<file path="src/rtl/nyan_sprite_render.sv">
// Four-stage pixel pipeline that overlays a scaled, animated sprite from an
// external synchronous ROM onto the video stream, plus the animation sequencer.
module nyan_sprite_render #(
  parameter int          ORIGIN_X    = 192,
  parameter int          ORIGIN_Y    = 112,
  parameter int          SCALE_SHIFT = 2,
  parameter int          FRAMES      = 6,
  parameter int          FRAME_DIV   = 5,
  parameter logic [11:0] BG_COLOR    = 12'h036
) (
  input  logic        px_clk,
  input  logic        reset,
  input  logic        hsync_in,
  input  logic        vsync_in,
  input  logic        activevideo,
  input  logic [9:0]  x_px,
  input  logic [9:0]  y_px,
  input  logic        anim_en,
  output logic [14:0] rom_addr,
  input  logic [3:0]  rom_data,
  output logic        hsync_out,
  output logic        vsync_out,
  output logic        active_out,
  output logic [11:0] rgb,
  output logic [2:0]  anim_frame,
  output logic        frame_tick
);

  localparam int SPAN = 64 << SCALE_SHIFT;
  localparam logic [10:0] X_LO = 11'(ORIGIN_X);
  localparam logic [10:0] X_HI = 11'(ORIGIN_X + SPAN);
  localparam logic [10:0] Y_LO = 11'(ORIGIN_Y);
  localparam logic [10:0] Y_HI = 11'(ORIGIN_Y + SPAN);
  localparam logic [7:0]  DIV_LAST   = 8'(FRAME_DIV - 1);
  localparam logic [2:0]  FRAME_LAST = 3'(FRAMES - 1);

  localparam logic [11:0] PALETTE [16] = '{
    12'h000, 12'h000, 12'hFFF, 12'hF9C, 12'hF3F, 12'hFC9, 12'hF00, 12'hF90,
    12'hFF0, 12'h3F0, 12'h09F, 12'h63F, 12'h999, 12'hF69, 12'h666, 12'hFCC
  };

  logic        hs_a, vs_a, act_a, vs_prev;
  logic        hs_b, vs_b, act_b, box_b;
  logic        hs_c, vs_c, act_c, box_c;
  logic [10:0] x_ext, y_ext;
  logic [5:0]  sx, sy;
  logic        in_box;
  logic        vsync_fall;
  logic [7:0]  div_cnt;

  // Bounds are checked on the unsubtracted coordinates so left/above never wrap in.
  assign x_ext  = {1'b0, x_px};
  assign y_ext  = {1'b0, y_px};
  assign in_box = act_a && (x_ext >= X_LO) && (x_ext < X_HI)
                        && (y_ext >= Y_LO) && (y_ext < Y_HI);
  assign sx = 6'((x_ext - X_LO) >> SCALE_SHIFT);
  assign sy = 6'((y_ext - Y_LO) >> SCALE_SHIFT);

  assign vsync_fall = vs_prev && !vs_a;

  always_ff @(posedge px_clk or posedge reset) begin
    if (reset) begin
      hs_a    <= 1'b1;
      vs_a    <= 1'b1;
      act_a   <= 1'b0;
      vs_prev <= 1'b1;
    end else begin
      hs_a    <= hsync_in;
      vs_a    <= vsync_in;
      act_a   <= activevideo;
      vs_prev <= vs_a;
    end
  end

  always_ff @(posedge px_clk or posedge reset) begin
    if (reset) begin
      hs_b     <= 1'b1;
      vs_b     <= 1'b1;
      act_b    <= 1'b0;
      box_b    <= 1'b0;
      rom_addr <= '0;
    end else begin
      hs_b  <= hs_a;
      vs_b  <= vs_a;
      act_b <= act_a;
      box_b <= in_box;
      if (in_box)
        rom_addr <= {anim_frame, sy, sx};
    end
  end

  // Stage C waits out the ROM read latency so rom_data lines up with box_c.
  always_ff @(posedge px_clk or posedge reset) begin
    if (reset) begin
      hs_c  <= 1'b1;
      vs_c  <= 1'b1;
      act_c <= 1'b0;
      box_c <= 1'b0;
    end else begin
      hs_c  <= hs_b;
      vs_c  <= vs_b;
      act_c <= act_b;
      box_c <= box_b;
    end
  end

  always_ff @(posedge px_clk or posedge reset) begin
    if (reset) begin
      hsync_out  <= 1'b1;
      vsync_out  <= 1'b1;
      active_out <= 1'b0;
      rgb        <= '0;
    end else begin
      hsync_out  <= hs_c;
      vsync_out  <= vs_c;
      active_out <= act_c;
      if (!act_c)
        rgb <= '0;
      else if (!box_c || rom_data == 4'd0)
        rgb <= BG_COLOR;
      else
        rgb <= PALETTE[rom_data];
    end
  end

  // Frame only advances at vsync fall, which is always in blanking.
  always_ff @(posedge px_clk or posedge reset) begin
    if (reset) begin
      div_cnt    <= '0;
      anim_frame <= '0;
      frame_tick <= 1'b0;
    end else begin
      frame_tick <= 1'b0;
      if (vsync_fall && anim_en) begin
        if (div_cnt == DIV_LAST) begin
          div_cnt    <= '0;
          frame_tick <= 1'b1;
          anim_frame <= (anim_frame == FRAME_LAST) ? 3'd0 : anim_frame + 3'd1;
        end else begin
          div_cnt <= div_cnt + 8'd1;
        end
      end
    end
  end

endmodule

</file>
<file path="config.mk">
export PLATFORM = sky130hd
export DESIGN_NAME = nyan_sprite_render
export DESIGN_NICKNAME = d
export VERILOG_FILES = /design/src/rtl/nyan_sprite_render.sv
export SDC_FILE = /design/constraint.sdc
export NUM_CORES = 1
export LEC_CHECK = 0
export CELL_PAD_IN_SITES_DETAIL_PLACEMENT = 0
export CELL_PAD_IN_SITES_GLOBAL_PLACEMENT = 1
export CORE_MARGIN = 4
export CORE_UTILIZATION = 37
export CTS_CLUSTER_SIZE = 28
export DETAILED_ROUTE_END_ITERATION = 8
export GPL_ROUTABILITY_DRIVEN = 0
export PLACE_DENSITY = 0.83
export SLEW_MARGIN = 25
export SYNTH_ARGS = -nofsm -noshare
export SYNTH_HDL_FRONTEND = slang
export SYNTH_SLANG_ARGS = --single-unit
</file>
<file path="constraint.sdc">
create_clock -name px_clk -period 1.9 [get_ports px_clk]
set_clock_uncertainty 0.1 [all_clocks]
set_input_delay 0.38 -clock px_clk [delete_from_list [all_inputs] [get_ports px_clk]]
set_output_delay 0.38 -clock px_clk [all_outputs]
set_load 0.01 [all_outputs]
</file>
# Word level (Yosys, flattened, before mapping)
# Memory sizes are Yosys's and may differ from the RTL's.
# Index checks and enable logic that the tools add are counted.
dict set report totals {
  elab_cells 51
  input_bits 30
  mem_bits_ro 192
  n_memories 1
  output_inout_bits 34
  reg_bits 53
}
dict set report op_classes {
  n_eq_ne 2
  add_sub_neg 4
  reduce_logical 11
  bitwise 1
  order_cmp 5
  muxes 8
}
# memory words width rd rd_ports_with_merged_regs wr line
set memory_table {}
lappend memory_table {{(name not given)} 16 12 1 0 0 122} ;# rgb <= PALETTE[rom_data];
# operator n
set ops {}
lappend ops {{2-to-1 mux 12 bit} 4}
lappend ops {{< comparator 10 x 9 -> 1 bit (second input constant)} 2}
lappend ops {{greater-or-equal comparator 10 x 7 -> 1 bit (second input constant)} 1}
lappend ops {{greater-or-equal comparator 10 x 8 -> 1 bit (second input constant)} 1}
lappend ops {{adder 8 x 1 -> 8 bit (second input constant)} 1}
lappend ops {{== test 8 x 3 -> 1 bit (second input constant)} 1}
lappend ops {{2-to-1 mux 8 bit} 1}
lappend ops {{subtractor 8 x 7 -> 8 bit (second input constant)} 1}
lappend ops {{subtractor 8 bit (second input constant)} 1}
lappend ops {{logical AND 1 bit} 6}
lappend ops {{greater-or-equal comparator 5 bit (second input constant)} 1}
lappend ops {{NOT 4 -> 5 bit} 1}
lappend ops {{logical NOT 4 bit} 1}
lappend ops {{adder 3 x 1 -> 3 bit (second input constant)} 1}
lappend ops {{== test 3 bit (second input constant)} 1}
lappend ops {{2-to-1 mux 3 bit} 1}
lappend ops {{logical NOT 1 bit} 2}
lappend ops {{2-to-1 mux 1 bit} 2}
lappend ops {{AND reduction 2 bit} 1}
lappend ops {{logical OR 1 bit} 1}

# Depth between registers and ports, before layout
dict set report depth {
  depth_word 6
  depth_mapped 6
  ltp_nobuf 6
}

# Least setup slack after synthesis
# OpenSTA, ideal clock, no wires.
dict set report synth_path {
  path_type {input to register}
  from {in x_px[6]}
  to {reg rom_addr[0]}
  setup_time_ps 125
  path_buffers 1
  path_stages 6
  arrival_ps 1532
  required_time_ps 1675
  slack_ps 143
  path_cell_list {ha_1 > xnor2_1 > nor4b_4 > nand2_4 > buf_6 > mux2_4}
}
dict set report synth_via {
  elab_chain_cells 5
  word_cells_on_any_way 6
  cone_classes {order compare (2); reduce/logical (4)}
}
# item line
set synth_lines {}
lappend synth_lines {{start: declaration} 16} ;# input logic [9:0] x_px,
lappend synth_lines {{greater-or-equal comparator 10 x 8 -> 1 bit} 54} ;# assign in_box = act_a && (x_ext >= X_LO) && (x_ext < X_HI)
lappend synth_lines {{logical AND 1 bit} 54}
lappend synth_lines {{logical AND 1 bit (*)} 54}
lappend synth_lines {{logical AND 1 bit (*) (2 in series)} 55} ;# && (y_ext >= Y_LO) && (y_ext < Y_HI);
lappend synth_lines {{end signal: assignment} 88} ;# rom_addr <= {anim_frame, sy, sx};
lappend synth_lines {{end: declaration} 19} ;# output logic [14:0] rom_addr,
# Mark *: on every way between the ends. The rest lies on a longest branch, timed or not.
# A chain may end at the register's enable or synchronous reset.

# Worst setup path in the final report
dict set report layout_path {
  from {in y_px[4]}
  to {reg rom_addr[0]}
}
dict set report layout_via {
  elab_chain_cells 3
  word_cells_on_any_way 4
  cone_classes {order compare (2); reduce/logical (2)}
}
# item line
set layout_lines {}
lappend layout_lines {{start: declaration} 17} ;# input logic [9:0] y_px,
lappend layout_lines {{greater-or-equal comparator 10 x 7 -> 1 bit} 55}
lappend layout_lines {{logical AND 1 bit} 55}
lappend layout_lines {{logical AND 1 bit (*)} 55}
# Marks and branches as above.

==> summary.md <==
| Metric | Value |
|---|---|
| CP top delay family | buffers and inverters |
| Slew @ Worst Pin | 0.3595 ns |
| Final wirelength | 4265 µm |
| Final net count | 301 |
| H-tree levels | 2 |
| Worst-skew pair later-pin latency | 0.30 ns |
| Crit. End Element | register |
| Register-to-Register Setup Slack | 0.15 ns |
| Status | finished clean |
| Fin. Hold Viols | 0 |
| Crit Path Class | in2reg |
| Netlist Area Pre-Place | around 2300 µm² |
| Synth-to-Final Area Change | 43.27% |
| Crit-path max cell delay | 0.43 ns |
| Pwr Density | 867.6 nW/µm² |
| Final max-slew violation count | 0 |
| Detail Placement HPWL | 3207 µm |
| Grt total ovfl | 0 |
| Final Critical Period | 1.825 ns |
| Leakage | between 0.0015 and 0.002 µW |
| Final setup fails | 0 |
| Top post-synthesis cells by area | dfrtp_1 (49%), dfstp_2 (9.2%), ha_1 (4.9%) |
| Vias/cell | 4.624 |
| Number of global-route vias before repair | 1662 |
| Ports | 64 |
| Clk buf depth | 2 |
| Register area share after synthesis | 0.5865 |
| Root buf cell | clkbuf_8 |
| Peak VDD IR | just over 0.4 mV |
| Post-synth top area cell | dfrtp_1 |
| Critical Path, Cell by Cell | clkdlybuf4s50_1 -> ha_1 -> a21oi_2 -> xnor2_2 -> nand2_4 -> mux2_4 |
| Layout cell share with drive strength beyond 1 | 0.2548 |
| Met2 wire length | 2103 µm |
| Initial Utilization | 0.3826 |
| Post-synthesis cell type count | 35 |
| Tcrit/Tclk final | 0.9604 |
| Unrepaired setup endpoints after global routing | no |
| Die width | 86.47 µm |
| Mean Syn Cell Area | ~13 µm² |
| Synth Flop Type | dfrtp_1 |
| Slew HR | 0.7600 |
| Clock sink count | between 50 and 60 |
| Via count | 1563 |
| DRT Pass-1 Iters | 4 |
| First-pass GRT wire length | between 7000 and 8000 µm |
| Fmax | ~0.55 GHz |
| Synth warnings | 0 |
| Detail Route Antenna Nets | 0 |
| Post-Route Setup TNS | 0 ns |
| DR iter-0 viols | 27 |
| I/O Buffers | about 60 |
| Asr flop ratio synth | 1.000 |
| Post-synth EDFFs | 0 |
| Final core utilization | 0.5481 |
| Fillers | 535 |
| Num CTS Buffers | 5 |
| Row count | 28 |
| Critical path required time | slightly below 2 ns |
| DRC viols | 0 |
| CTS Hold Bufs | 0 |
| Finished Layout Cells | 338 |
| Metal-1 WL | 1832 µm |
| Pin count of the biggest net entering global routing | 28 |
| Synthesized Nets | 215 |
| Worst hold stages | 0 |
| Startpoint Class | input pin |
| Setup WS pre-CTS | -0.3566 ns |
| Synth cell count leaders | dfrtp_1 (45), inv_1 (12), nor2_1 (12) |
| Metal3 WL | approximately 310 µm |
| Wirelength per Cell | 12.62 µm |
| CTS tree | yes |
| Post-synth top area share | 0.4942 |
| Core ar. | 5956 µm² |
| Antenna fix cells | 0 |
| Global Route Usage Sum | 0.1262 |
| Placed cells | between 300 and 400 |
| Die area | 7477 µm² |
| Setup ws final | 0.07526 ns |
| Count leader, synth | dfrtp_1 |
| CP Depth | 6 |
| Flops & latches, synth | 53 |
| Post-CTS setup buffer count | 0 |
| FF-to-FF path depth | 6 |
| Worst Path Arrival | 1.91 ns |
| Bufs and invs on worst path | 1 |
| CP max-delay cell | clkdlybuf4s50_1 |
| Cell count after synthesis | ~180 |
| CTS clock-pin slew for the worst setup and hold paths | 0.09 ns |
| Worst-path maximum fanout | 8 |
| Die Y | 86.47 µm |
| Max Used Layer | met4 |
| Initial antenna violation count | 0 |
| Min-Delay Path Class | reg2reg |
| # Max-Cap Violations | 0 |
==> worst paths after layout <==
kind,from,to
min reg2reg,act_b$_DFF_PP0_,act_c$_DFF_PP0_
min,act_b$_DFF_PP0_,act_c$_DFF_PP0_
min in group asynchronous,reset,anim_frame[1]$_DFFE_PP0P_
max,y_px[4],rom_addr[0]$_DFFE_PP0P_
max in group asynchronous,reset,hs_c$_DFF_PP1_
max reg2reg,div_cnt[0]$_DFFE_PP0P_,anim_frame[2]$_DFFE_PP0P_
==> timing repair <==
| action | in CTS | in global routing |
|---|---|---|
| resized for setup | 5 | 3 |
| cloned | 1 | 0 |
| hold endpoints to repair | 0 | 0 |
| endpoints found under the setup margin | 14 | 12 |
| pin swaps | 3 | 1 |
==> final cells by class <==
type,instances,area [µm²],area share
clock inverters,2,15.01,0.004599
well taps,75,93.84,0.02875
multi-input cells,106,900.9,0.2760
inverters,12,45.04,0.01380
clock buffers,6,72.57,0.02223
flip-flops and latches,53,1336,0.4094
repair buffers,84,800.8,0.2453
==> cells by family (layout without fill, tap and decap cells) <==
kind of cell	after synthesis	after routing	share of synthesized area
buf+inv	18	104	0.03350
fa+ha+maj	9	9	0.04942
flops	53	53	0.5865
compound gates	23	23	0.06096
simple gates	39	40	0.09555
xor+xnor	11	11	0.04228
mux	23	23	0.1318
==> registers in the layout, summed over array words and instances (netlist names) <==
register / cells
hs_c: 1
vs_c: 1
box_c: 1
frame_tick: 1
anim_frame: 3
act_c: 1
vsync_out: 1
hs_a: 1
hs_b: 1
vs_a: 1
hsync_out: 1
vs_b: 1
box_b: 1
act_a: 1
rom_addr: 15
act_b: 1
rgb: 12
div_cnt: 8
active_out: 1
==> report_power, final <==
part	switching, µW	internal (µW)	total [µW]
Clock	342	260	602
Sequential	125	1310	1430
Combinational	298	499	797
Total	765	2070	2830
==> placed cells by master (no fill, tap or decap), types with 2 or more instances in the layout <==
cell type,n
a21oi_1,8
a311oi_1,2
buf_12,2
buf_4,23
clkbuf_8,5
clkdlybuf4s50_1,57
clkinvlp_4,2
dfrtp_1,45
dfstp_2,8
dlygate4sd2_1,2
ha_1,8
inv_1,11
mux2_2,8
mux2_4,7
mux2i_1,6
mux4_2,2
nand2_1,8
nand2b_1,4
nand3_1,2
nand4_1,3
nor2_1,12
nor2b_1,2
o211ai_1,3
o21ai_0,5
xnor2_1,3
xnor2_2,2
xor2_1,6
==> stage by stage <==
stage	instance area [µm²]	hold slack, ns	power (µW)
after floorplan	2278	0.2312	1809
after global placement	3144	0.2336	2235
after detailed placement	3144	0.2347	2248
after CTS	3253	0.2574	2878
after global routing	3264	0.2629	3016
final	3264	0.2541	2832
==> routing by layer <==
metal | up-vias | GRT usage
met5 | - | 0
met4 | 0 | 0.02975
met3 | 2 | 0.04658
met2 | 43 | 0.2121
met1 | 749 | 0.1545
li1 | 769 | -
(Power assumes the default switching activity.)
==> RTL change, RTL diff (config.mk and constraints unchanged) <==
Make the reset (`reset`) synchronous in 5 clocked blocks.
--- a/src/rtl/nyan_sprite_render.sv
+++ b/src/rtl/nyan_sprite_render.sv
@@ -60,3 +60,3 @@
 
-  always_ff @(posedge px_clk or posedge reset) begin
+  always_ff @(posedge px_clk) begin
     if (reset) begin
@@ -74,3 +74,3 @@
 
-  always_ff @(posedge px_clk or posedge reset) begin
+  always_ff @(posedge px_clk) begin
     if (reset) begin
@@ -92,3 +92,3 @@
   // Stage C waits out the ROM read latency so rom_data lines up with box_c.
-  always_ff @(posedge px_clk or posedge reset) begin
+  always_ff @(posedge px_clk) begin
     if (reset) begin
@@ -106,3 +106,3 @@
 
-  always_ff @(posedge px_clk or posedge reset) begin
+  always_ff @(posedge px_clk) begin
     if (reset) begin
@@ -126,3 +126,3 @@
   // Frame only advances at vsync fall, which is always in blanking.
-  always_ff @(posedge px_clk or posedge reset) begin
+  always_ff @(posedge px_clk) begin
     if (reset) begin
Formal check against the unedited RTL: differs if reset is asserted again (counterexample within 4 cycles, from zero or initial values and one cycle with reset high); with reset held inactive, the same outputs for 10 cycles.
==> RTL change against the original RTL <==
- final area decreased by 2.1%
- synthesized area decreased by 3.0%
- sequential cell count unchanged
- via count increased by 25%
- critical path depth decreased by 5
- sequential share of layout area decreased by 7.7 points
- routed wire length increased by 17%
- setup slack improved by 0.072 ns
- core utilization increased by 1.9 points
Power is not compared: it rests on default switching activity, and its combinational part moved more than twofold at a synthesized area within 25%.
==> RTL change: results (changes against the original RTL) <==
Worst setup path:
- The largest fanout on the critical path is 4 (was 8).
- The peak per-stage delay on the critical path was 0.57 ns (was 0.43 ns).
- The critical path required time is 1.42 ns (was 1.99 ns).
- The cell type group with the largest total delay on the critical path was buffers and inverters (unchanged).

Clock tree:
- The clock latency on the worst-skew pair is about 0.31 ns.

Placement:
- The minimum setup slack after placement is -0.267 ns (was -0.357 ns).
- The post-placement cell count was 394 (was 329).
- The post-DP HPWL is 3770 um (was 3210 um).
- The total cell area at the placement stage is 3090 sq um (was 3140 sq um).

Drt:
- The first-pass iteration count of the detailed router is 4 (unchanged).
- The average vias per placed instance is 4.87 (was 4.62).
- The average wire per cell in the routed design is 12.4 um (was 12.6 um).
- The number of DRC violations after detailed-routing iteration 0 is 69 (was 27).

Logic synthesis:
- The share of synthesized registers carrying an async set or reset was 0% (was 100%).
- The post-synth net total came to 285 (was 215).
- Leading cell types by total area after synthesis: sky130_fd_sc_hd__dfxtp_1 48%, sky130_fd_sc_hd__a21oi_1 6.8%, sky130_fd_sc_hd__ha_1 6.2%, sky130_fd_sc_hd__nand3_1 4.8%, sky130_fd_sc_hd__o21ai_0 3.6% (was sky130_fd_sc_hd__dfrtp_1 49%, sky130_fd_sc_hd__dfstp_2 9.2%, sky130_fd_sc_hd__ha_1 4.9%, sky130_fd_sc_hd__mux2_4 4.6%, sky130_fd_sc_hd__mux2_2 4.0%).
- The sequential-to-total area share from yosys stat is 48.0% (was 58.6%).
- The number of distinct library cell variants in the gate-level netlist after synthesis is 37 (was 35).
- The most instantiated flip-flop cell in the synthesis netlist was sky130_fd_sc_hd__dfxtp_1 (was sky130_fd_sc_hd__dfrtp_1).
- Commonest cells in the synthesized netlist: 53 x sky130_fd_sc_hd__dfxtp_1, 30 x sky130_fd_sc_hd__a21oi_1, 21 x sky130_fd_sc_hd__nand3_1, 21 x sky130_fd_sc_hd__nor2_1, 16 x sky130_fd_sc_hd__o21ai_0 (was 45 x sky130_fd_sc_hd__dfrtp_1, 12 x sky130_fd_sc_hd__inv_1, 12 x sky130_fd_sc_hd__nor2_1, 9 x sky130_fd_sc_hd__a21oi_1, 9 x sky130_fd_sc_hd__ha_1).
- The synthesized netlist cell count is 244 (was 176).

Layout:
- The number of standard cells in the layout, taps in and fillers out is 402 (was 338).
- The fraction of final layout cells sized beyond drive strength 1 is 16.7% (was 25.5%).
- The final-layout fill cell count was 530 (was 535).
- The layout net count is 370 (was 301).

Pwr:
- The switching part of the total power is around a quarter.

Global route:
- The pin count of the biggest net entering global routing is 41 (was 28).
- The number of global-route vias before repair is 1950 (was 1662).
- The wire length of the first global-routing pass was 8780 um (was 7550 um).
- The global routing usage summed across all routing layers was 14.6% (was 12.6%).

Run status:
- Result of the run: finished clean (unchanged).

Timing:
- The worst slew margin relative to its limit was 74.5% (was 76.0%).
[RTL change: changes by cell type after synthesis, moves of 9 or more]
cell / delta
sky130_fd_sc_hd__a21oi_1: +21
sky130_fd_sc_hd__nor2_1: +9
sky130_fd_sc_hd__o21ai_0: +11
sky130_fd_sc_hd__nand3_1: +19
sky130_fd_sc_hd__dfxtp_1: +53
sky130_fd_sc_hd__dfrtp_1: -45
[RTL change: what timing repair did]
| item | CTS | global route |
|---|---|---|
| hold endpoints to repair | 0 | 0 |
| gates resized for setup | 0 | 4 |
| setup endpoints to repair | 0 | 15 |
[RTL change: final timing paths]
path,start,to,slack [ns],cells past startpoint
max,anim_frame[0]$_SDFFE_PP0P_,anim_frame[0],0.15,1
max reg2reg,div_cnt[0]$_SDFFE_PP0P_,anim_frame[2]$_SDFFE_PP0P_,0.28,6
min,hs_b$_SDFF_PP1_,hs_c$_SDFF_PP1_,0.32,1
min reg2reg,hs_b$_SDFF_PP1_,hs_c$_SDFF_PP1_,0.32,1
[RTL change: through the flow]
stage          hold WS [ns]  power [W]
3_5_place_dp          0.297    0.00142
3_3_place_gp          0.294    0.00142
4_1_cts               0.320    0.00204
6_report              0.316    0.00202
2_1_floorplan         0.289    0.00128
5_1_grt               0.331    0.00212
[RTL change: logic make-up after synthesis]
kind of cell	count (synthesis)	share of synthesized area [%]
mux	5	3.40
xor+xnor	10	3.96
flops	53	48.0
buf+inv	22	3.96
compound gates	58	14.5
simple gates	85	20.0
fa+ha+maj	11	6.23
[RTL change: cell type report]
| cell class | count | area [sq um] | area share (%) |
|---|---|---|---|
| clock buffer | 5 | 68.8 | 2.15 |
| clock inverter | 3 | 17.5 | 0.548 |
| inverter | 10 | 37.5 | 1.17 |
| multi-input combinational | 169 | 1090 | 34.0 |
| sequential | 53 | 1060 | 33.2 |
| tap | 72 | 90.1 | 2.82 |
| timing repair buffer | 90 | 836 | 26.1 |
[RTL change: per-layer routing]
metal	track usage, %	vias up	part of all wire (%)
li1	-	1010	-
met1	18.5	885	46
met2	23.4	55	46
met3	5.24	6	7.4
met4	3.88	0	1.1
met5	0	-	0
[RTL change: power groups by stage]
stage               clock network (W)  logic (W)  registers, W
floorplan                           0   0.000117       0.00116
global placement                    0   0.000261       0.00116
detailed placement                  0   0.000263       0.00116
CTS                          0.000639   0.000265       0.00113
global route                 0.000687   0.000297       0.00113
finish                       0.000623   0.000267       0.00113
